===== src/rtl/usart_tx_fifo.sv =====
// usart_tx_fifo: USART transmitter with a built-in transmit FIFO.
//
// Upstream logic queues words over a valid/ready interface; the serializer
// pops them and sends start bit, DATA_BITS data bits (LSB first), an
// optional parity bit and STOP_BITS stop bits, back to back while words
// remain queued.
//
// Optional feature macro: USART_TX_BREAK_EN
//   When defined, adds the brk input. brk holds the line low (BREAK) once
//   the current frame has finished. After release, one stop-bit time of
//   idle high is sent before normal operation resumes.
//
// Ports:
//   clk        in   single clock, rising edge
//   reset_n    in   asynchronous active-low reset
//   brk        in   break request (only with USART_TX_BREAK_EN)
//   tx_data    in   [DATA_BITS-1:0] word to queue
//   tx_valid   in   tx_data is valid
//   tx_ready   out  FIFO can accept a word (not full)
//   tx         out  serial line, idle high
//   busy       out  serializer not idle
//   done       out  one-cycle pulse in the final clock of each frame
//   fifo_count out  [$clog2(FIFO_DEPTH+1)-1:0] occupied FIFO entries
module usart_tx_fifo #(
  parameter int CLK_FREQ   = 100000000,
  parameter int BAUD_RATE  = 115200,
  parameter int DATA_BITS  = 8,
  parameter int STOP_BITS  = 1,
  parameter int PARITY     = 0,
  parameter int FIFO_DEPTH = 8
) (
`ifdef USART_TX_BREAK_EN
  input  logic                                 brk,
`endif
  input  logic                                 clk,
  input  logic                                 reset_n,
  input  logic [DATA_BITS-1:0]                 tx_data,
  input  logic                                 tx_valid,
  output logic                                 tx_ready,
  output logic                                 tx,
  output logic                                 busy,
  output logic                                 done,
  output logic [$clog2(FIFO_DEPTH+1)-1:0]      fifo_count
);

  localparam int CLKS_PER_BIT = CLK_FREQ / BAUD_RATE;
  localparam int CNT_W        = $clog2(CLKS_PER_BIT);
  localparam int PTR_W        = $clog2(FIFO_DEPTH);
  localparam int FCNT_W       = $clog2(FIFO_DEPTH + 1);
  localparam int BIT_W        = $clog2(DATA_BITS);

  localparam logic [CNT_W-1:0]  CNT_LAST  = CNT_W'(CLKS_PER_BIT - 1);
  localparam logic [BIT_W-1:0]  BIT_LAST  = BIT_W'(DATA_BITS - 1);
  localparam logic [0:0]        STOP_LAST = 1'(STOP_BITS - 1);
  localparam logic [FCNT_W-1:0] FULL_CNT  = FCNT_W'(FIFO_DEPTH);

  typedef enum logic [2:0] {
    S_IDLE,
    S_START,
    S_DATA,
    S_PAR,
    S_STOP
`ifdef USART_TX_BREAK_EN
    ,
    S_BRK,
    S_BRK_END
`endif
  } state_t;

  function automatic logic parity_of(input logic [DATA_BITS-1:0] w);
    return (PARITY == 1) ? ~^w : ^w;
  endfunction

  state_t               state, state_nxt;
  logic [CNT_W-1:0]     baud_cnt;
  logic [BIT_W-1:0]     bit_cnt;
  logic [0:0]           stop_cnt;
  logic [DATA_BITS-1:0] shift_reg;
  logic                 par_bit;
  logic [DATA_BITS-1:0] mem [FIFO_DEPTH];
  logic [PTR_W-1:0]     wr_ptr, rd_ptr;
  logic                 push, pop, empty, bit_end, counting;

  // FIFO control; tx_ready comes from the registered count, so a pop in the
  // same cycle never opens a slot for a push while full.
  assign tx_ready = (fifo_count != FULL_CNT);
  assign empty    = (fifo_count == '0);
  assign push     = tx_valid && tx_ready;
  // A word is popped on every transition into START.
  assign pop      = (state_nxt == S_START) && (state != S_START);
  assign bit_end  = (baud_cnt == CNT_LAST);

  always_ff @(posedge clk or negedge reset_n) begin
    if (!reset_n) begin
      wr_ptr     <= '0;
      rd_ptr     <= '0;
      fifo_count <= '0;
    end else begin
      if (push) wr_ptr <= wr_ptr + 1'b1;
      if (pop)  rd_ptr <= rd_ptr + 1'b1;
      case ({push, pop})
        2'b10:   fifo_count <= fifo_count + 1'b1;
        2'b01:   fifo_count <= fifo_count - 1'b1;
        default: fifo_count <= fifo_count;
      endcase
    end
  end

  always_ff @(posedge clk) begin
    if (push) mem[wr_ptr] <= tx_data;
  end

  // Baud counter runs in every timed state and restarts at each bit boundary.
  always_comb begin
    counting = (state != S_IDLE);
`ifdef USART_TX_BREAK_EN
    if (state == S_BRK) counting = 1'b0;
`endif
  end

  always_ff @(posedge clk or negedge reset_n) begin
    if (!reset_n) begin
      baud_cnt <= '0;
      bit_cnt  <= '0;
      stop_cnt <= '0;
    end else begin
      if (!counting || bit_end) baud_cnt <= '0;
      else                      baud_cnt <= baud_cnt + 1'b1;
      if (state != S_DATA) bit_cnt <= '0;
      else if (bit_end)    bit_cnt <= bit_cnt + 1'b1;
      if (state != S_STOP) stop_cnt <= '0;
      else if (bit_end)    stop_cnt <= stop_cnt + 1'b1;
    end
  end

  // Shift register and parity bit are loaded together at the pop.
  always_ff @(posedge clk) begin
    if (pop) begin
      shift_reg <= mem[rd_ptr];
      par_bit   <= parity_of(mem[rd_ptr]);
    end else if (state == S_DATA && bit_end) begin
      shift_reg <= shift_reg >> 1;
    end
  end

  always_ff @(posedge clk or negedge reset_n) begin
    if (!reset_n) state <= S_IDLE;
    else          state <= state_nxt;
  end

  always_comb begin
    state_nxt = state;
    case (state)
      S_IDLE: begin
`ifdef USART_TX_BREAK_EN
        if (brk) state_nxt = S_BRK;
        else
`endif
        if (!empty) state_nxt = S_START;
      end
      S_START: if (bit_end) state_nxt = S_DATA;
      S_DATA:  if (bit_end && bit_cnt == BIT_LAST)
                 state_nxt = (PARITY != 0) ? S_PAR : S_STOP;
      S_PAR:   if (bit_end) state_nxt = S_STOP;
      S_STOP: begin
        if (bit_end && stop_cnt == STOP_LAST) begin
`ifdef USART_TX_BREAK_EN
          if (brk) state_nxt = S_BRK;
          else
`endif
          if (!empty) state_nxt = S_START;
          else        state_nxt = S_IDLE;
        end
      end
`ifdef USART_TX_BREAK_EN
      S_BRK: if (!brk) state_nxt = S_BRK_END;
      S_BRK_END: begin
        if (bit_end) begin
          if (brk)         state_nxt = S_BRK;
          else if (!empty) state_nxt = S_START;
          else             state_nxt = S_IDLE;
        end
      end
`endif
      default: state_nxt = S_IDLE;
    endcase
  end

  always_comb begin
    tx   = 1'b1;
    busy = (state != S_IDLE);
    done = (state == S_STOP) && bit_end && (stop_cnt == STOP_LAST);
    case (state)
      S_START: tx = 1'b0;
      S_DATA:  tx = shift_reg[0];
      S_PAR:   tx = par_bit;
`ifdef USART_TX_BREAK_EN
      S_BRK:   tx = 1'b0;
`endif
      default: tx = 1'b1;
    endcase
  end

endmodule

===== config.mk =====
export PLATFORM = sky130hd
export DESIGN_NAME = usart_tx_fifo
export DESIGN_NICKNAME = d
export VERILOG_FILES = /design/src/rtl/usart_tx_fifo.sv
export SDC_FILE = /design/constraint.sdc
export NUM_CORES = 1
export LEC_CHECK = 0
export ABC_AREA = 1
export ABC_CLOCK_PERIOD_IN_PS = 3400
export CORE_MARGIN = 2
export CORE_UTILIZATION = 30
export DETAILED_ROUTE_END_ITERATION = 16
export DONT_BUFFER_PORTS = 1
export HOLD_SLACK_MARGIN = 0.08
export PLACE_DENSITY = 0.48
export SKIP_LAST_GASP = 1
export SLEW_MARGIN = 40
export SYNTH_ARGS = -nofsm -noshare
export SYNTH_HDL_FRONTEND = slang
export SYNTH_SLANG_ARGS = --single-unit

===== constraint.sdc =====
create_clock -name clk -period 3.4 [get_ports clk]
set_clock_uncertainty 0.05 [all_clocks]
set_input_delay 0.68 -clock clk [delete_from_list [all_inputs] [get_ports clk]]
set_output_delay 0.68 -clock clk [all_outputs]
set_load 0.01 [all_outputs]

==> impl_metrics.yaml <==
die:
  start_util_pct: 30.4
  die_x_um: 130
  die_h_um: 130
  fp.coreArea_um2: 15800
  dieArea_um2: 17000
  io_pins: 19
  num_rows: 46
synth:
  synth_seq_cells: 100
  syn_nets: 556
  ys_seq_area_share_pct: 59.8
  netlist_instances: 536
  yosysUniqueCellTypes: 26
  synth_top_area_cell: "edfxtp_1"
  async_flop_share_pct: 27.0
  synth_area_leaders: "edfxtp_1, nand2_1, dfrtp_1, inv_1, nand3_1"
  synth_flop_cell: "edfxtp_1"
  synth_edf_count: 73
  yosysTopAreaCellShare_pct: 45.7
  synth_area_um2: 4800
  avgSynthCellArea_um2: 8.95
  synth_warnings: 0
critical_path:
  cp-end-kind: "flop"
  crit_path_start_kind: "flop"
  worst_path_most_repeated_cell: "nand2_1"
  path_cells: "ha_1 > nand2_1 > nor2_1 > and3_1 > nand2_1 > nand2_1 > nand2_1 > inv_1 > ha_1 > ha_1 > a21oi_1 > nand2_1 > a21oi_1 > o21ai_0 > xor2_1"
  crit_arrival_ps: 2780
  crit_slowest_cell: "dfrtp_1"
  worstPathRequired_ps: 3580
  path_buf_inv: 1
  critical_path_class: "flop to flop"
  worstPathMaxFanout: 5
  crit_path_max_incr_delay_ps: 390
  cp_top_family: "adder cells"
timing:
  rsz0062_at_grt: "no"
  min_period_ps: 2600
  setup_tns_ps: 0
  hold_viol: 0
  final.period_utilization_pct: 76.6
  final-setup-viol-count: 0
  slew_viol_final: 0
  relSlewSlack_pct: 64.4
  worst_pin_slew_ps: 533
  fmax_mhz: 384
cells_and_area:
  nets: 565
  diodes: 0
  final_common_cell: "nand2_1"
  fillers: 1665
  area.growth.synth_to_final_pct: 12.1
  mostFrequentLayoutCells: "nand2_1, edfxtp_1, inv_1"
  drive_gt1_share_pct: 6.18
  largest_register_ffs: 64
routing:
  dr.pass1.iters: 4
  vias: 3392
  drt_wl_total_um: 10400
  vias_per_cell: 4.43
  drc: 0
  drt_iter0_drc: 176
  routedWlPerCell_um: 13.6
  antenna_left: 0
clocking:
  cts_root_buf: "clkbuf_16"
  clkTransAtPathRegs_ps: 60
  cts_setup_buffers: 0
  cts_max_level: 3
  cts_tree: "built"
  cts_buffers: 9
  clk_path_buf_depth: 2
  insertion_delay_ps: 350
  cts_sinks: 100
global_route:
  antenna_found_initial: 0
  grt_usage_pct: 13.0
  grt_overflow_total: 0
  grt_pass1_vias: 3184
  grt_max_degree: 38
  grt_first_pass_wirelength_um: 16300
outcome:
  status: "completed"
power_and_ir_drop:
  irDropWorstVdd_mv: 0.297
  power.total_mw: 2.99
  power_density_nw_per_um2: 555
  cellLeakagePower_nw: 2.45
worst_hold_path:
  hold_path.class: "primary input to async pin"
place:
  routabilityCongestion: 0.770
  hpwl_um: 6780
  io_buffers: 0
run:
  maxCapViolations: 0
[layer usage]
| layer | global-route usage, % | wire, um | part of all wire, % | up-vias |
|---|---|---|---|---|
| met3 | 4.19 | 363 | 3.5 | 17 |
| li1 | - | - | - | 1722 |
| met4 | 5.38 | 261 | 2.5 | 0 |
| met5 | 0 | 0 | 0 | - |
| met2 | 22.6 | 5120 | 49 | 48 |
| met1 | 14.9 | 4650 | 45 | 1605 |
[power breakdown]
| group | switching, mW | leakage (nW) | total, mW | internal, mW |
|---|---|---|---|---|
| Sequential | 0.0831 | 1.01 | 1.55 | 1.47 |
| Combinational | 0.285 | 1.30 | 0.423 | 0.138 |
| Clock | 0.439 | 0.145 | 1.01 | 0.571 |
[what timing repair did]
item / CTS / global route
hold buffers: 1 / 0
endpoints found under the hold margin: 27 / 0
resized for setup: 0 / 0
[metrics by stage]
stage / setup slack [ps] / instance area [um2] / util, % / cells / hold slack, ps
floorplan: 1010 / 4800 / - / 536 / 334
finish: 797 / 5380 / 34.1 / 766 / 92.4
CTS: 807 / 5380 / 34.1 / 766 / 89.0
global placement: 861 / 5070 / 32.1 / 749 / 336
global route: 535 / 5380 / 34.1 / 766 / 88.8
detailed placement: 818 / 5070 / 32.1 / 749 / 335
[Yosys cell counts, types with 4 or more instances]
cell type	number
a21oi_1	9
buf_2	11
dfrtp_1	27
edfxtp_1	73
ha_1	8
inv_1	68
nand2_1	215
nand3_1	44
nor2_1	31
nor3_1	6
o21ai_0	16
xor2_1	4
[area by class of cell]
class | instances | area, um2 | area share [%]
Timing Repair Buffer | 14 | 118 | 2.19
Clock inverter | 6 | 61.3 | 1.14
Inverter | 70 | 263 | 4.88
Tap cell | 216 | 270 | 5.02
Multi-Input combinational cell | 350 | 1570 | 29.2
Clock buffer | 10 | 229 | 4.26
Sequential cell | 100 | 2870 | 53.3
[worst paths after layout]
kind / startpoint / to / slack, ps / cells past startpoint
worst max-delay path: baud_cnt[0]$_DFF_PN0_ / fifo_count[3]$_DFFE_PN0P_ / 800 / 15
worst min-delay path: reset_n / fifo_count[1]$_DFFE_PN0P_ / 90 / 1
worst max register to register: baud_cnt[0]$_DFF_PN0_ / fifo_count[3]$_DFFE_PN0P_ / 800 / 15
worst min register to register: baud_cnt[0]$_DFF_PN0_ / baud_cnt[0]$_DFF_PN0_ / 410 / 1
max in group asynchronous: reset_n / baud_cnt[8]$_DFF_PN0_ / 3050 / 1
min in group clk: tx_data[1] / mem[5][1]$_DFFE_PP_ / 370 / 0
[worst reg2reg max path: stages (launching register included)]
cell     delay (ps)
dfrtp_1         390
ha_1            220
nand2_1         100
nor2_1           40
and3_1          190
nand2_1          60
nand2_1          60
nand2_1          80
inv_1            80
ha_1            250
ha_1            340
a21oi_1         160
nand2_1          80
a21oi_1         130
o21ai_0         120
xor2_1          150
[cell families after synthesis]
kind of cell,share of synthesized area [%]
flops,59.8
compound gates,3.36
xor+xnor,1.28
buf+inv,7.49
simple gates,25.6
fa+ha+maj,2.50
(Power assumes the default switching activity.)
==> variant 1: new RTL, config.mk and constraints unchanged <==
The option `USART_TX_BREAK_EN` is turned on by a define.
--- a/src/rtl/usart_tx_fifo.sv
+++ b/src/rtl/usart_tx_fifo.sv
@@ -21,6 +21,8 @@
 //   busy       out  serializer not idle
 //   done       out  one-cycle pulse in the final clock of each frame
 //   fifo_count out  [$clog2(FIFO_DEPTH+1)-1:0] occupied FIFO entries
+`define USART_TX_BREAK_EN
+
 module usart_tx_fifo #(
   parameter int CLK_FREQ   = 100000000,
   parameter int BAUD_RATE  = 115200,
Interface: changed (added brk); port bits go from 19 to 20. No check against the original RTL was run, so the function may have changed too.
==> variant 1 against the original RTL <==
- worst setup slack worse by 0.43 ns
- non-clock buffer count rose by 1
- critical path type unchanged
- area after synthesis is 4.0% higher
- global-route usage shrank 0.56 points
- final cell count up 3.3%
- cell area rose by 3.6%
- core utilization decreased by 0.16 points
- sequential cell count is the same
- synthesized cell count grew 3.5%
- routed wire length decreased by 2.7%
Power is not compared: it rests on default switching activity, and its combinational part moved more than twofold at a synthesized area within 25%.
==> variant 1: results (changes against the original RTL) <==
Largest net degree at the start of global routing: 42 (+11%)
H-tree levels: 3 (unchanged)
Flop2flop setup slack: 0.37 ns (-0.43 ns)
R2R depth: 17 (+2)
Yosys cell types: 39 (+50%)
Post-synth top flop: edfxtp_1
Post-CTS Setup Inserts: 0 (unchanged)
Starting DRT DRC Count: 249 (+41%)
Multiplexer area fraction after synthesis: 0.002007 (+0.002007)
Via count of the first global-routing pass: 3314 (+4.1%)
Hold WS: 0.1012 ns (+0.008836 ns)
Place WS: 0.3513 ns (-0.4666 ns)
Post-Synth Adder-Cell Area: 0.02408 (-0.0009609)
Top area cells in the synthesized netlist: edfxtp_1 (44%), nand2_1 (14%), dfrtp_1 (14%), inv_1 (6.0%), nand3_1 (5.8%)
GRT Overall Usage: 0.1246 (-0.005637)
Status: finished, final reports clean
Register area share after synthesis: 0.5749 (-0.02294)
Synth Net Count: 576 (+3.6%)
# nets final: 587 (+3.9%)
Post-synthesis cell count: 555 (+3.5%)
Post-synthesis compound-gate area fraction: 0.02809 (-0.005555)
Synth cell count leaders: nand2_1 (182), inv_1 (80), edfxtp_1 (73)
CP arrival: 3.21 ns (+0.43 ns)
DP HPWL: 6928 um (+2.2%)
Finished Layout Cells: 791 (+3.3%)
Final WL: 10110 um (-2.7%)
Gp weighted congestion: 0.7850 (+1.9%)
Switching share of total power: 0.4158
Rel. slew slack: 0.6788 (+0.03489)
Lkg Pwr: 2.522 nW
Post-Synth XOR/XNOR Area: 0.01053 (-0.002246)
Crit path max fanout: 12 (+7)
Via density: 4.381 (-1.1%)
Async S/R FF share, synth: 0.2700 (unchanged)
Fillers: 1660 (-0.30%)
Initial DRT Pass Iterations: 6 (+2)
First-pass GRT wire length: 16880 um (+3.6%)
Share of cells above drive strength 1: 0.09457 (+0.03275)
Cell Area, Placed: 5275 um^2 (+4.1%)
[variant 1: how the worst max path moves through the flow]
stage               depth (start not counted)         from  slack (ns)             to
floorplan                                  19  baud_cnt[0]        0.57  fifo_count[3]
global placement                           17  baud_cnt[0]        0.47  fifo_count[3]
detailed placement                         17  baud_cnt[0]        0.35  fifo_count[3]
CTS                                        17  baud_cnt[0]        0.35  fifo_count[3]
global route                               18  baud_cnt[0]        0.09  fifo_count[3]
finish                                     17  baud_cnt[0]        0.37  fifo_count[3]
[variant 1: what timing repair did]
action / in CTS / in global routing
hold endpoints to repair: 27 / 0
hold buffers: 1 / 0
resized for setup: 0 / 0
[variant 1: worst max-delay path: cells and delay by family (launching register included)]
family          cells  cell delay (ns)
compound gates      2             0.43
xor+xnor            1             0.14
fa+ha+maj           3             0.74
buf+inv             2             0.11
flops               1             0.38
simple gates        9             1.06
[variant 1: cell families (layout without fill, tap and decap cells)]
kind of cell / count (synthesis) / in the layout
compound gates: 22 / 22
xor+xnor: 6 / 6
fa+ha+maj: 9 / 9
buf+inv: 99 / 115
flops: 100 / 100
mux: 1 / 1
simple gates: 318 / 318
[variant 1: area by class of cell]
class	count	area, um^2	area share
Clock inverter	6	46.29	0.008311
Multi-Input combinational cell	356	1712	0.3073
Tap cell	220	275.3	0.04942
Clock buffer	10	229.0	0.04111
Sequential cell	100	2868	0.5148
Inverter	84	315.3	0.05660
Timing Repair Buffer	15	125.1	0.02246
[variant 1: layer usage]
layer / global-route usage / part of all wire / vias to the layer above
met5: 0 / 0 / -
met4: 0.04719 / 0.019 / 0
met3: 0.03563 / 0.040 / 11
met2: 0.2159 / 0.50 / 57
met1: 0.1464 / 0.44 / 1603
li1: - / - / 1794
==> variant 2: new RTL, same flow settings <==
Without the edit above. The 5 states of `state_t` get a one-hot encoding in 5 bits.
--- a/src/rtl/usart_tx_fifo.sv
+++ b/src/rtl/usart_tx_fifo.sv
@@ -54,12 +54,12 @@
   localparam logic [0:0]        STOP_LAST = 1'(STOP_BITS - 1);
   localparam logic [FCNT_W-1:0] FULL_CNT  = FCNT_W'(FIFO_DEPTH);
 
-  typedef enum logic [2:0] {
-    S_IDLE,
-    S_START,
-    S_DATA,
-    S_PAR,
-    S_STOP
+  typedef enum logic [4:0] {
+    S_IDLE  = 5'b00001,
+    S_START = 5'b00010,
+    S_DATA  = 5'b00100,
+    S_PAR   = 5'b01000,
+    S_STOP  = 5'b10000
 `ifdef USART_TX_BREAK_EN
     ,
     S_BRK,
Function: same outputs for any inputs over 10 cycles, from zero or initial values and one cycle with reset_n low; not proved beyond that.
==> variant 2 against the original RTL <==
- first-iteration DRC count is 5.1% higher
- total power is 1.3% higher
- cell area rose by 4.8%
- critical endpoint unchanged
- routed wire length is 0.59% lower
- worst setup slack got worse by 0.097 ns
- critical path type unchanged
- fmax fell by 3.6%
- die area grew 5.8%
- highest routed layer unchanged
- largest power group unchanged
- area after synthesis is 5.9% higher
- sequential cell count up 2
==> variant 2: results (changes against the original RTL) <==
Status: finished, final reports clean
DP HPWL: 6942 um (+2.4%)
Diodes inserted: 0 (unchanged)
Largest net degree at the start of global routing: 29 (-24%)
Via count of the first global-routing pass: 3458 (+8.6%)
Initial antenna violation count: 0 (unchanged)
Lkg Pwr: 2.595 nW (+6.0%)
Starting DRT DRC Count: 185 (+5.1%)
IO buf count: 0 (unchanged)
# nets final: 592 (+4.8%)
Async S/R FF share, synth: 0.2843 (+0.01431)
Synth Net Count: 582 (+4.7%)
Slowest stage cell, crit path: dfstp_2
CP arrival: 2.89 ns (+0.11 ns)
Total CTS buffers: 9 (unchanged)
R2R depth: 15 (unchanged)
Rel. slew slack: 0.5495 (-0.09442)
Crit path max fanout: 6 (+1)
Clock latency on the worst-skew pair: 0.35 ns (about the same)
Max incr delay on CP: 0.55 ns (+0.16 ns)
Hold_buf cts: 1 (unchanged)
Post-CTS Setup Inserts: 0 (unchanged)
Flop2flop setup slack: 0.70 ns (-0.10 ns)
Type of the worst min-delay path: primary input to async pin
CP endpoint: fifo_count[3]
Yosys cell types: 32 (+23%)
WL/cell: 12.96 um (-4.5%)
Clock slew at reported path FFs: 0.07 ns
Synth cell count leaders: nand2_1 (196), inv_1 (87), edfxtp_1 (73)
Share of cells above drive strength 1: 0.1023 (+0.04043)
YS warnings: 0 (unchanged)
Max VDD drop: 0.0002356 V (-21%)
Reg2reg start: state[0]
Register area share after synthesis: 0.5743 (-0.02346)
Via density: 4.384 (-1.0%)
Gp weighted congestion: 0.7983 (+3.6%)
First-pass GRT wire length: 17240 um (+5.8%)
CP Launch Type: flop
GRT Overall Usage: 0.1256 (-0.004622)
Post_cts resized: 0 (unchanged)
Post-synth EDFFs: 73 (unchanged)
H-tree levels: 3 (unchanged)
Longest Clk Path Bufs: 2 (unchanged)
Top area cells in the synthesized netlist: edfxtp_1 (43%), nand2_1 (14%), dfrtp_1 (14%), inv_1 (6.4%), nand3_1 (4.7%)
CTS Root Cell: clkbuf_16
Max reg flops: 64 (unchanged)
Initial DRT Pass Iterations: 4 (unchanged)
Post-synth top flop: edfxtp_1
variant 2: cell types whose count changed after synthesis, moves of 8 or more:
cell     delta
buf_2       -8
inv_1      +19
nand2_1    -19
nand2_2    +12
variant 2: how the worst min path moves through the flow:
stage,end,slack (ns),start
6_report,baud_cnt[2],0.1,reset_n
5_1_grt,baud_cnt[2],0.08,reset_n
4_1_cts,baud_cnt[2],0.08,reset_n
3_5_place_dp,baud_cnt[2],0.34,reset_n
3_3_place_gp,baud_cnt[3],0.34,reset_n
2_1_floorplan,baud_cnt[0],0.33,reset_n
variant 2: cells by family (layout without fill, tap and decap cells):
family,after synthesis,count (layout),share of synthesized area
AO/OA/AOI/OAI,26,26,0.03299
XOR/XNOR,5,5,0.008618
adder cells (fa/ha/maj),9,9,0.02363
buffers and inverters,106,121,0.09527
flip-flops,102,102,0.5743
AND/OR/NAND/NOR,314,314,0.2651
variant 2: report_power, final:
| part | internal [W] | switching, W | total (W) |
|---|---|---|---|
| combinational | 0.000142 | 0.000294 | 0.000436 |
| sequential | 0.00150 | 0.0000781 | 0.00157 |
| clock | 0.000581 | 0.000436 | 0.00102 |
variant 2: metal layers:
layer	track usage	vias up	wire length, um
met2	0.2143	35	5172
met1	0.1535	1656	4743
met4	0.04620	0	79
met5	0	-	0
met3	0.03212	4	333
li1	-	1799	-
variant 2: through the flow:
stage	util	setup WS [ns]	hold WS [ns]	instance area (um^2)	std cells
2_1_floorplan	-	0.9317	0.3344	5082	562
3_3_place_gp	0.3208	0.7802	0.3354	5320	780
3_5_place_dp	0.3208	0.6807	0.3354	5320	780
4_1_cts	0.3399	0.6728	0.08447	5637	797
5_1_grt	0.3399	0.3686	0.08494	5637	797
6_report	0.3399	0.6992	0.09737	5637	797
variant 2: cell type report:
class	instances	area (um^2)
clock inverters	2	11.26
multi-input cells	354	1679
inverters	91	349.1
fillers	1705	10950
clock buffers	14	285.3
well taps	220	275.3
flip-flops and latches	102	2919
repair buffers	14	117.6
variant 2: critical path: cells and delay by family, from the launching register on:
kind            cells  cell delay [ns]
buf+inv             3             0.36
compound gates      1             0.26
xor+xnor            1             0.13
fa+ha+maj           2             0.49
flops               1             0.55
simple gates        8             0.73
